[src/rtl/pool_sequencer.sv]
// rtl/pool_sequencer.sv - hasher pool job sequencer (latch, flush, run, report)
//
// Purpose: each committed job is loaded into the pool, which is then held in
// reset for a fixed flush period and released to run. While running, the
// block counts completed hash rounds. It reports a hit or exhaustion of the
// nonce space through the ready line.
//
// Ports:
//   g_clk, g_reset      clock; asynchronous active-high reset
//   job_load_in         pulse: new job configuration committed
//   abort_in            level: host halt request
//   pool_success_in     pool hit flag, with pool_nonce_in
//   pool_reset_out      holds the pool in reset (active-high)
//   job_latch_out       one-cycle pulse loading job registers into the pool
//   result_nonce_out    captured winning nonce
//   ready_out           result available (hit or exhaustion)
//   exhausted_out       nonce space searched without a hit
//   busy_out            job in progress (LATCH/FLUSH/RUN)
//   round_count_out     rounds completed for the current job
module pool_sequencer #(
    parameter int NONCE_WIDTH  = 31,
    parameter int FLUSH_CYCLES = 4,
    parameter int ROUND_CYCLES = 67
) (
    input  logic                   g_clk,
    input  logic                   g_reset,
    input  logic                   job_load_in,
    input  logic                   abort_in,
    input  logic                   pool_success_in,
    input  logic [NONCE_WIDTH-1:0] pool_nonce_in,
    output logic                   pool_reset_out,
    output logic                   job_latch_out,
    output logic [NONCE_WIDTH-1:0] result_nonce_out,
    output logic                   ready_out,
    output logic                   exhausted_out,
    output logic                   busy_out,
    output logic [NONCE_WIDTH-1:0] round_count_out
);

    localparam int CYC_W = (ROUND_CYCLES > 1) ? $clog2(ROUND_CYCLES) : 1;
    // One extra value so a flush length of 1 still gets a 1-bit counter.
    localparam int FL_W  = $clog2(FLUSH_CYCLES + 1);

    localparam logic [CYC_W-1:0]       CYC_LAST  = CYC_W'(ROUND_CYCLES - 1);
    localparam logic [FL_W-1:0]        FL_LAST   = FL_W'(FLUSH_CYCLES - 1);
    localparam logic [NONCE_WIDTH-1:0] ROUND_MAX = '1;

    typedef enum logic [2:0] {
        S_IDLE,
        S_LATCH,
        S_FLUSH,
        S_RUN,
        S_FOUND,
        S_DONE
    } state_t;

    state_t                 state_q, state_d;
    logic [CYC_W-1:0]       cycle_q, cycle_d;
    logic [FL_W-1:0]        flush_q, flush_d;
    logic [NONCE_WIDTH-1:0] round_q, round_d;
    logic [NONCE_WIDTH-1:0] result_q, result_d;
    logic                   pool_reset_q, pool_reset_d;
    logic                   job_latch_q, job_latch_d;
    logic                   ready_q, ready_d;
    logic                   exhausted_q, exhausted_d;
    logic                   busy_q, busy_d;

    always_comb begin
        state_d  = state_q;
        cycle_d  = cycle_q;
        flush_d  = flush_q;
        round_d  = round_q;
        result_d = result_q;

        if (abort_in) begin
            // Abort wins over everything; held in IDLE it also blocks new jobs.
            state_d = S_IDLE;
        end else if (job_load_in) begin
            // A job load from any state (including mid-run) restarts cleanly.
            state_d  = S_LATCH;
            round_d  = '0;
            result_d = '0;
            cycle_d  = '0;
            flush_d  = '0;
        end else begin
            case (state_q)
                S_LATCH: begin
                    state_d = S_FLUSH;
                end
                S_FLUSH: begin
                    if (flush_q == FL_LAST) begin
                        state_d = S_RUN;
                        cycle_d = '0;
                    end else begin
                        flush_d = flush_q + FL_W'(1);
                    end
                end
                S_RUN: begin
                    if (pool_success_in) begin
                        // A hit beats exhaustion on the same cycle.
                        result_d = pool_nonce_in;
                        state_d  = S_FOUND;
                    end else if (cycle_q == CYC_LAST) begin
                        cycle_d = '0;
                        if (round_q == ROUND_MAX) begin
                            // Count saturates at all-ones rather than wrapping.
                            state_d = S_DONE;
                        end else begin
                            round_d = round_q + NONCE_WIDTH'(1);
                        end
                    end else begin
                        cycle_d = cycle_q + CYC_W'(1);
                    end
                end
                default: begin
                end
            endcase
        end

        // Outputs are registered and reflect the state being entered, so
        // they line up with the state for the whole cycle.
        pool_reset_d = (state_d != S_RUN);
        job_latch_d  = (state_d == S_LATCH);
        busy_d       = (state_d == S_LATCH) || (state_d == S_FLUSH) || (state_d == S_RUN);
        ready_d      = (state_d == S_FOUND) || (state_d == S_DONE);
        exhausted_d  = (state_d == S_DONE);
    end

    always_ff @(posedge g_clk or posedge g_reset) begin
        if (g_reset) begin
            state_q      <= S_IDLE;
            cycle_q      <= '0;
            flush_q      <= '0;
            round_q      <= '0;
            result_q     <= '0;
            pool_reset_q <= 1'b1;
            job_latch_q  <= 1'b0;
            ready_q      <= 1'b0;
            exhausted_q  <= 1'b0;
            busy_q       <= 1'b0;
        end else begin
            state_q      <= state_d;
            cycle_q      <= cycle_d;
            flush_q      <= flush_d;
            round_q      <= round_d;
            result_q     <= result_d;
            pool_reset_q <= pool_reset_d;
            job_latch_q  <= job_latch_d;
            ready_q      <= ready_d;
            exhausted_q  <= exhausted_d;
            busy_q       <= busy_d;
        end
    end

    assign pool_reset_out   = pool_reset_q;
    assign job_latch_out    = job_latch_q;
    assign result_nonce_out = result_q;
    assign ready_out        = ready_q;
    assign exhausted_out    = exhausted_q;
    assign busy_out         = busy_q;
    assign round_count_out  = round_q;

endmodule

[config.mk]
export PLATFORM = sky130hd
export DESIGN_NAME = pool_sequencer
export DESIGN_NICKNAME = d
export VERILOG_FILES = /design/src/rtl/pool_sequencer.sv
export SDC_FILE = /design/constraint.sdc
export NUM_CORES = 1
export LEC_CHECK = 0
export ABC_AREA = 1
export CORE_MARGIN = 2
export CORE_UTILIZATION = 35
export DETAILED_ROUTE_END_ITERATION = 8
export DONT_BUFFER_PORTS = 1
export SETUP_SLACK_MARGIN = 0.5
export SYNTH_ARGS = -nofsm -noshare
export SYNTH_HDL_FRONTEND = slang
export SYNTH_SLANG_ARGS = --single-unit
[constraint.sdc]
create_clock -name g_clk -period 7.4 [get_ports g_clk]
set_input_delay 1.85 -clock g_clk [delete_from_list [all_inputs] [get_ports g_clk]]
set_output_delay 1.85 -clock g_clk [all_outputs]
set_load 0.03 [all_outputs]
==> flow_metrics.py <==
metrics = {
    "logic_synthesis": {
        "synth.cell_area_mm2": 0.00445,
        "ys_seq_elements": 80,
        "count_of_different_cell_masters_after_synthesis": 33,
        "netlist.top_cell.by_area": "sky130_fd_sc_hd__dfrtp_1",
        "synth_top_area_share_pct": 44.4,
        "syn_avg_cell_area_um2": 7.51,
        "synth_top_cells_by_area": "sky130_fd_sc_hd__dfrtp_1, sky130_fd_sc_hd__nand2_1, sky130_fd_sc_hd__nand3_1",
        "synth_seq_area_share_pct": 45.0,
        "synthesis.nets": 633,
        "yosys_warnings": 0,
        "syn-instance-count": 592,
    },
    "die": {
        "placeableCoreArea_mm2": 0.0125,
        "std_cell_rows": 41,
        "floorplan.initialDensity_pct": 35.5,
        "ioPinCount": 103,
        "die_area_mm2": 0.0136,
        "die_h_um": 117,
        "floorplan.die.width_um": 117,
    },
    "placement": {
        "io_buffer_count": 0,
        "place_congestion": 0.917,
        "dpl.cell_count": 747,
        "dp.final_hpwl_um": 7640,
    },
    "layout": {
        "post_route_cells_drive_above_1_share_pct": 8.97,
        "fin_cells": 763,
        "layout_common_cells": "sky130_fd_sc_hd__nand2_1, sky130_fd_sc_hd__inv_1, sky130_fd_sc_hd__dfrtp_1, sky130_fd_sc_hd__nand3_1, sky130_fd_sc_hd__nor2_1",
        "most_frequent_standard_cell_in_the_layout_excluding_fill_and_tap_cells": "sky130_fd_sc_hd__nand2_1",
        "area_delta_synth_final_pct": 9.06,
        "n_antenna_cell": 0,
        "num-nets-final": 627,
    },
    "clock_tree": {
        "holdBufCountCts": 0,
        "cts.root.buffer_cell": "sky130_fd_sc_hd__clkbuf_16",
        "tritoncts.num_buffers": 9,
        "clk_pin_slew_worst_paths_ns": 0.06,
        "clock_latency_at_the_later_pin_of_the_worst_skew_pair_ns": 0.35,
        "post_cts_buffers": 0,
        "cts_max_path_buffers": 2,
        "cts_sinks": 80,
        "cts_tree": "yes",
        "cts_resized": 0,
        "htree_levels": 3,
    },
    "hold_path": {
        "min_to": "flush_q[0]",
        "hold_start": "flush_q[0]",
        "hold-path-cell-count": 1,
        "hold_path_class": "register to register",
    },
    "global_route": {
        "grt_antenna_before_repair": 0,
        "final_global_route_overflow_total": 0,
        "first_global_vias": 3507,
        "grt_use_total_pct": 16.1,
        "global_route_wire_length_before_repair_um": 17000,
        "pin_count_of_the_biggest_net_entering_global_routing": 81,
    },
    "route": {
        "dr.first_iter.drc_count": 274,
        "vias": 3677,
        "drt_pass1_iterations": 4,
        "post_drt_wl_per_cell_um": 13.5,
        "routed_via_density": 4.82,
        "final_antenna_net_count": 0,
        "remaining_design_rule_violation_count": 0,
        "detail_route.wirelength_um": 10300,
    },
    "sta": {
        "final_critical_path_required_period_ns": 4.11,
        "fmax_mhz": 243,
        "setup_tns_ns": 0,
        "drv_slew": 0,
        "timing.final.crit_share_pct": 55.5,
        "tightest_slew_ns": 1.23,
        "slew_headroom_pct": 18.2,
        "report.final.hold_viol_count": 0,
        "fin_skew_ns": 0.00752,
        "finalSetupViolations": 0,
        "rsz0062_at_grt": "no",
    },
    "pwr": {
        "power.density_mw_per_mm2": 197,
        "power.leakage_nw": 2.06,
        "pwr-share-clk_pct": 45.0,
        "p_int_w": 0.000693,
        "vdd_ir_drop_max_v": 0.000131,
        "share_comb_of_total_power_pct": 5.2,
        "fraction_of_power_spent_switching_nets_pct": 27.5,
        "power_frac_seq_pct": 49.8,
        "switchingPower_w": 0.000263,
    },
    "status": {
        "run_status": "complete, no violations",
    },
    "setup_path": {
        "critical_path_peak_fanout": 32,
        "crit_path_start_kind": "input pin",
        "required_time_of_the_critical_path_ns": 7.68,
        "crit_arrival_ns": 4.39,
        "path_buf_inv": 1,
        "worst_path_max_delay_cell": "sky130_fd_sc_hd__nor2_2",
        "timing.reg2reg.setup_slack_ns": 4.63,
        "reg2reg_depth": 10,
        "max_stage_delay_ns": 1.00,
        "timing.setup.critical_path_class": "input pin to register",
        "path_cells": "inv_1 > nand2_1 > nor2_2 > nor3_4 > o21ai_0 > o21ai_0 > nor2_1",
        "critical_path.reg2reg.startpoint": "round_count_out[0]",
        "worst_path_most_repeated_cell": "sky130_fd_sc_hd__o21ai_0",
        "critPathCaptureType": "register",
        "cpLargestDelayFamily": "simple AND/OR/NAND/NOR gates",
        "r2r_end": "round_count_out[3]",
    },
    "job": {
        "max-cap-violations": 0,
    },
}
-- layer usage --
layer  global-route usage, %  routed length, um  part of all wire [%]
met5                       0                  0                     0
met4                    5.18                134                   1.3
met3                    7.78               1070                    10
met2                    26.2               4800                    46
met1                    18.8               4330                    42
-- sequential cells by signal, indices dropped and copies added (netlist names), 3 cells and up --
| register | cells |
|---|---|
| flush_q | 3 |
| result_nonce_out | 31 |
| state_q | 3 |
| round_count_out | 31 |
| cycle_q | 7 |
-- power by group through the flow --
stage / Clock [W] / Sequential, W / Combinational [W]
final: 0.000430 / 0.000476 / 0.0000496
after global routing: 0.000465 / 0.000478 / 0.0000574
after CTS: 0.000440 / 0.000476 / 0.0000508
after detailed placement: 0 / 0.000484 / 0.0000509
after global placement: 0 / 0.000484 / 0.0000494
after floorplan: 0 / 0.000480 / 0.0000441
-- cell usage after synthesis, drive strengths merged --
master  instances
a21o            2
a21oi           7
buf             9
clkbuf          9
clkinv          1
dfrtp          79
dfstp           1
ha              5
inv            83
mux2i           1
nand2         158
nand3          74
nand3b          1
nand4           6
nor2           64
nor3           11
o21ai          66
o221ai          1
o22ai           1
or2             2
xnor2           7
xor2            4
-- area by class of cell --
cell class	instances	area, um2
fillers	1326	7670
multi-input cells	410	2020
flip-flops and latches	80	2000
inverters	84	317
clock buffers	9	225
well taps	172	215
clock inverters	7	60.1
repair buffers	1	7.51
-- cell families after synthesis --
kind of cell | Yosys count | synth area share [%]
buffers and inverters | 102 | 9.56
DFF | 80 | 45.0
and+or+nand+nor | 316 | 31.1
xor gates and xnor gates | 11 | 2.17
adders and majority gates | 5 | 1.41
muxes | 1 | 0.225
AOI/OAI and AO/OA | 77 | 10.5
-- through the flow --
step	util (%)	hold slack [ns]	power, W	instance area [um2]	setup WS, ns
after floorplan	-	0.457	0.000524	4450	3.50
after global placement	36.5	0.469	0.000533	4570	2.99
after detailed placement	36.5	0.500	0.000535	4570	2.89
after CTS	38.8	0.508	0.000967	4850	3.25
after global routing	38.8	0.508	0.00100	4850	2.99
final	38.8	0.495	0.000956	4850	3.29
-- worst max path at each step --
stage	startpoint	to	slack, ns	cells past startpoint
2_1_floorplan	g_reset	busy_out	3.50	1
3_5_place_dp	job_load_in	cycle_q[6]	2.89	7
4_1_cts	job_load_in	cycle_q[6]	3.25	7
3_3_place_gp	job_load_in	cycle_q[6]	2.99	7
5_1_grt	job_load_in	cycle_q[6]	2.99	7
6_report	job_load_in	cycle_q[6]	3.29	7
No activity file was read; power rests on OpenSTA's default activity.
==> edit 1 (same flow settings) <==
Register the output `round_count_out` once more, cleared by the reset; this adds one clock of latency there. The other outputs are not delayed to match.
--- a/src/rtl/pool_sequencer.sv
+++ b/src/rtl/pool_sequencer.sv
@@ -159,5 +159,11 @@
     assign exhausted_out    = exhausted_q;
     assign busy_out         = busy_q;
-    assign round_count_out  = round_q;
+    always_ff @(posedge g_clk or posedge g_reset) begin
+        if (g_reset) begin
+            round_count_out <= '0;
+        end else begin
+            round_count_out <= round_q;
+        end
+    end
 
 endmodule
Formal check against the unedited RTL: same outputs for any inputs over 10 cycles, from zero or initial values and one cycle with g_reset high; that may be too few to reach the edited logic, so the function may still have changed.
==> edit 1 against the original RTL <==
  * Sequential cell count rose by 31
  * Sequential power grew 42%
  * Worst setup slack better by 550 ps
  * Power up 30%
  * Area after synthesis rose by 14%
  * Final area up 14%
  * Wire length is 7.9% higher
  * Critical endpoint is now round_q[0]$_DFFE_PP0P_
  * Largest power group unchanged
  * Clock power increased by 16%
  * Critical path type unchanged
==> edit 1: results (changes against the original RTL) <==
sta:
  whs_ps: 440  # -54.8 ps
  clock.fmax_mhz: 281  # +15%
  maxSlewHeadroom: 0.250  # +0.0686
  worst_clock_skew_ps: 8.96  # +1.43 ps
grt:
  grt_util_met1: 0.199  # +0.0111
  grt_pass1_vias: 3716  # +6.0%
  grt_use_met3: 0.0438  # -0.0340
  grtUsageTotal: 0.148  # -0.0131
  met2_usage: 0.228  # -0.0348
  grt.overflow.total: 0  # unchanged
  grt_max_degree: 80  # -1.2%
routing:
  wl_met2_um: 5190  # +8.1%
  dr_wl_met3_um: 717  # -33%
  wl_um: 11100  # +7.9%
  via_per_inst: 4.93  # +2.3%
  drtIter0Drc: 212  # -23%
  wl_met1_um: 5010  # +16%
setup_path:
  r2r-start: "round_q[0]$_DFFE_PP0P_"
  cp_max_fo: 47  # +47%
  setup.worst_path.start: "abort_in"
  rrSetupSlack_ps: 4820  # +190 ps
  r2r_end: "round_q[0]$_DFFE_PP0P_"
  critPathArrivalTime_ps: 3850  # -540 ps
  worstSetupEndpointType: "flip-flop"
  critPathSlowestCell: "nand2_2"
  cpPeakStageDelay_ps: 490  # -510 ps
status:
  status: "complete, no violations"
finish:
  stdcell_count: 783  # +2.6%
  clock_area_frac: 0.0552  # -0.00365
  n_all_inverters: 79  # -6.0%
  nNetsFinal: 635  # +1.3%
  nonClkBufAreaFrac: 0.00136  # -0.000191
  multi_input_area_um2: 1910  # -5.5%
  multi_input_cells: 392  # -4.4%
  seq_area_frac: 0.502  # +0.0891
  drive_gt1_frac: 0.0718  # -0.0179
  clkbuf_count: 10  # +1
placed_design:
  place_congestion: 0.883  # -3.7%
  dp_hpwl_um: 7940  # +3.9%
  dpl_worst_slack_ps: 3450  # +558 ps
  dp.cells: 767  # +2.7%
min_path:
  min_from: "round_q[30]$_DFFE_PP0P_"
  hold_path_depth: 0  # -1
  whs_endpoint: "round_count_out[30]$_DFF_PP0_"
synthesis:
  yosys-top-cells-area: "dfrtp_1 (54%), nand2_1 (9.3%), nand3_1 (6.4%)"
  syn_inst: 601  # +1.5%
  ys_types: 34  # +3.0%
  synth_common_cells: "nand2_1 (126), dfrtp_1 (110), inv_1 (75)"
  ys_seq_elements: 111  # +39%
  yosys_warnings: 0  # unchanged
power_and_ir_drop:
  pg_comb_mw: 0.0673  # +36%
  p_int_mw: 0.922  # +33%
  p_leak_nw: 2.43  # +18%
  power_per_cell_area_nw_per_um2: 224  # +14%
  seqPwrFrac: 0.545  # +0.047
clock_tree:
  clock_path_buffers: 2  # unchanged
  path_clk_slew_ps: 80  # +20 ps
-- edit 1: cell count changes after synthesis, moves of 7 or more --
cell / before / now
nand2_1: 155 / 126
inv_1: 83 / 75
xor2_1: 4 / 11
nand3_1: 73 / 65
nor2_1: 59 / 67
dfrtp_1: 79 / 110
o21ai_2: 19 / 6
o21ai_0: 46 / 55
-- edit 1: metrics by stage --
stage | instance area (µm²) | utilization
CTS | 5540 | 0.385
detailed placement | 5230 | 0.364
global placement | 5230 | 0.364
global route | 5540 | 0.385
floorplan | 5090 | -
finish | 5540 | 0.385
-- edit 1: cells by family after synthesis --
| kind of cell | count (synthesis) | share of synthesized area |
|---|---|---|
| simple gates | 296 | 0.255 |
| flops | 111 | 0.546 |
| buf+inv | 98 | 0.0789 |
| compound gates | 77 | 0.0834 |
| xor+xnor | 14 | 0.0241 |
| fa+ha+maj | 5 | 0.0123 |
-- edit 1: worst max-delay path: cells and delay by family --
kind	cells	cell delay [ps]
buf+inv	2	790
compound gates	1	220
simple gates	4	970
==> edit 2 (same flow settings) <==
Without the edit above. The parameter `FLUSH_CYCLES` goes from 4 to 2.
--- a/src/rtl/pool_sequencer.sv
+++ b/src/rtl/pool_sequencer.sv
@@ -20,5 +20,5 @@
 module pool_sequencer #(
     parameter int NONCE_WIDTH  = 31,
-    parameter int FLUSH_CYCLES = 4,
+    parameter int FLUSH_CYCLES = 2,
     parameter int ROUND_CYCLES = 67
 ) (
Function: changed (Yosys sat finds a counterexample within 10 cycles, from zero or initial values and one cycle with g_reset high).
==> edit 2 against the original RTL <==
  * Worst setup slack better by 140 ps
  * Area after synthesis is 1.9% lower
  * Clock power is 10% higher
  * Final area is 1.3% lower
  * Sequential cell count is 1 lower
  * Wire length is 4.2% higher
  * Power is 3.4% higher
  * Critical path depth stayed put
  * Count of clock-buffer cells in the layout is 2 higher
  * Register-to-register slack worse by 90 ps
==> edit 2: results (changes against the original RTL) <==
grt:
  grtUsageTotal: 0.168  # +0.00709
  met2_usage: 0.261  # -0.00122
  grt_util_met1: 0.220  # +0.0319
  grt_pass1_vias: 3611  # +3.0%
  grt_pass1_wl_um: 17800  # +4.8%
  grt_max_degree: 80  # -1.2%
  grt_use_met3: 0.0617  # -0.0161
synthesis:
  synth_common_cells: "nand2_1 (146), inv_1 (79), dfrtp_1 (78)"
  muxShareOfSynthArea: 0.00229  # +0.0000439
  ys.flop_type: "dfrtp_1"
  synth_compound_area_frac: 0.0998  # -0.00540
  yosys.area_share.xor_xnor: 0.0201  # -0.00159
  synth_fa_ha_area_frac: 0.0115  # -0.00259
  ys_types: 35  # +6.1%
  yosys-top-cells-area: "dfrtp_1 (45%), nand2_1 (13%), nand3_1 (8.5%)"
  seq_area_frac_synth: 0.453  # +0.00305
  syn_nets: 624  # -1.4%
setup_path:
  cp_max_fo: 57  # +78%
placed_design:
  dp_hpwl_um: 7700  # +0.69%
  place_congestion: 0.900  # -1.9%
  dpl_worst_slack_ps: 2860  # -35.1 ps
finish:
  nNetsFinal: 617  # -1.6%
  drive_gt1_frac: 0.0790  # -0.0106
  fillers: 1255  # -5.4%
routing:
  first_pass_iters: 5  # +1
  wl_um: 10800  # +4.2%
  via_per_inst: 5.02  # +4.1%
  drtIter0Drc: 197  # -28%
power_and_ir_drop:
  p_leak_nw: 2.03  # -1.3%
  vdd_drop_max_uv: 121  # -8.3%
clock_tree:
  path_clk_slew_ps: 60  # about the same
sta:
  worst_clock_skew_ps: 7.83  # +0.307 ps
  slew_viol_final: 0  # unchanged
  maxSlewHeadroom: 0.226  # +0.0446
status:
  status: "complete, no violations"
min_path:
  min_path_type: "flip-flop to flip-flop"
## edit 2: cell count changes in the layout (fill, tap and decap cells not counted), sizes merged, moves of 2 or more
cell and delta:
bufinv +2, clkbuf +2, inv -6, nand2 -7, xnor2 -2
## edit 2: final cells by class
class,instances,area (µm²),share of cell area
clock inverters,5,81.3,0.0170
clock buffers,11,233,0.0486
flip-flops and latches,79,1980,0.413
multi-input cells,404,1970,0.411
well taps,168,210,0.0439
inverters,82,309,0.0645
repair buffers,1,7.51,0.00157
## edit 2: power breakdown
part	internal [mW]	switching, mW	leakage, nW
clock network	0.296	0.177	0.150
registers	0.440	0.0285	1.09
logic	0.0115	0.0348	0.786
total	0.748	0.240	2.03
## edit 2: through the flow
stage / utilization / hold slack, ps / cells / cell area [µm²]
finish: 0.395 / 488 / 750 / 4790
global route: 0.395 / 509 / 750 / 4790
CTS: 0.395 / 491 / 750 / 4780
detailed placement: 0.369 / 483 / 734 / 4470
global placement: 0.369 / 468 / 734 / 4470
floorplan: - / 457 / 584 / 4360
## edit 2: cell families (layout without fill, tap and decap cells)
family	count (synthesis)	in the layout
adder cells (fa/ha/maj)	4	4
AO/OA/AOI/OAI	77	77
XOR/XNOR	10	10
buffers and inverters	101	99
AND/OR/NAND/NOR	312	312
multiplexers	1	1
flip-flops	79	79
## edit 2: routing by layer
layer / share of wire / vias up / wire, µm
li1: - / 1843 / -
met1: 0.44 / 1763 / 4730
met5: 0 / - / 0
met3: 0.10 / 10 / 1080
met4: 0.010 / 0 / 109
met2: 0.45 / 147 / 4850
## edit 2: worst paths after layout
| check | cells after the start | end | slack, ps | startpoint |
|---|---|---|---|---|
| setup / recovery | 7 | round_count_out[11]$_DFFE_PP0P_ | 3430 | abort_in |
| hold / removal | 1 | flush_q[0]$_DFFE_PP0P_ | 490 | flush_q[0]$_DFFE_PP0P_ |
| setup reg to reg | 10 | round_count_out[11]$_DFFE_PP0P_ | 4540 | round_count_out[0]$_DFFE_PP0P_ |
| hold reg to reg | 1 | flush_q[0]$_DFFE_PP0P_ | 490 | flush_q[0]$_DFFE_PP0P_ |
| max in group asynchronous | 2 | round_count_out[19]$_DFFE_PP0P_ | 5060 | g_reset |
| min in group asynchronous | 2 | result_nonce_out[1]$_DFFE_PP0P_ | 1720 | g_reset |
## edit 2: worst max-delay path, stage by stage
cell and delay, ps:
clkinv_1 700, o21ai_0 420, nor2_1 100, nand2_2 770
inv_2 170, nand2_1 110, nand2_1 50
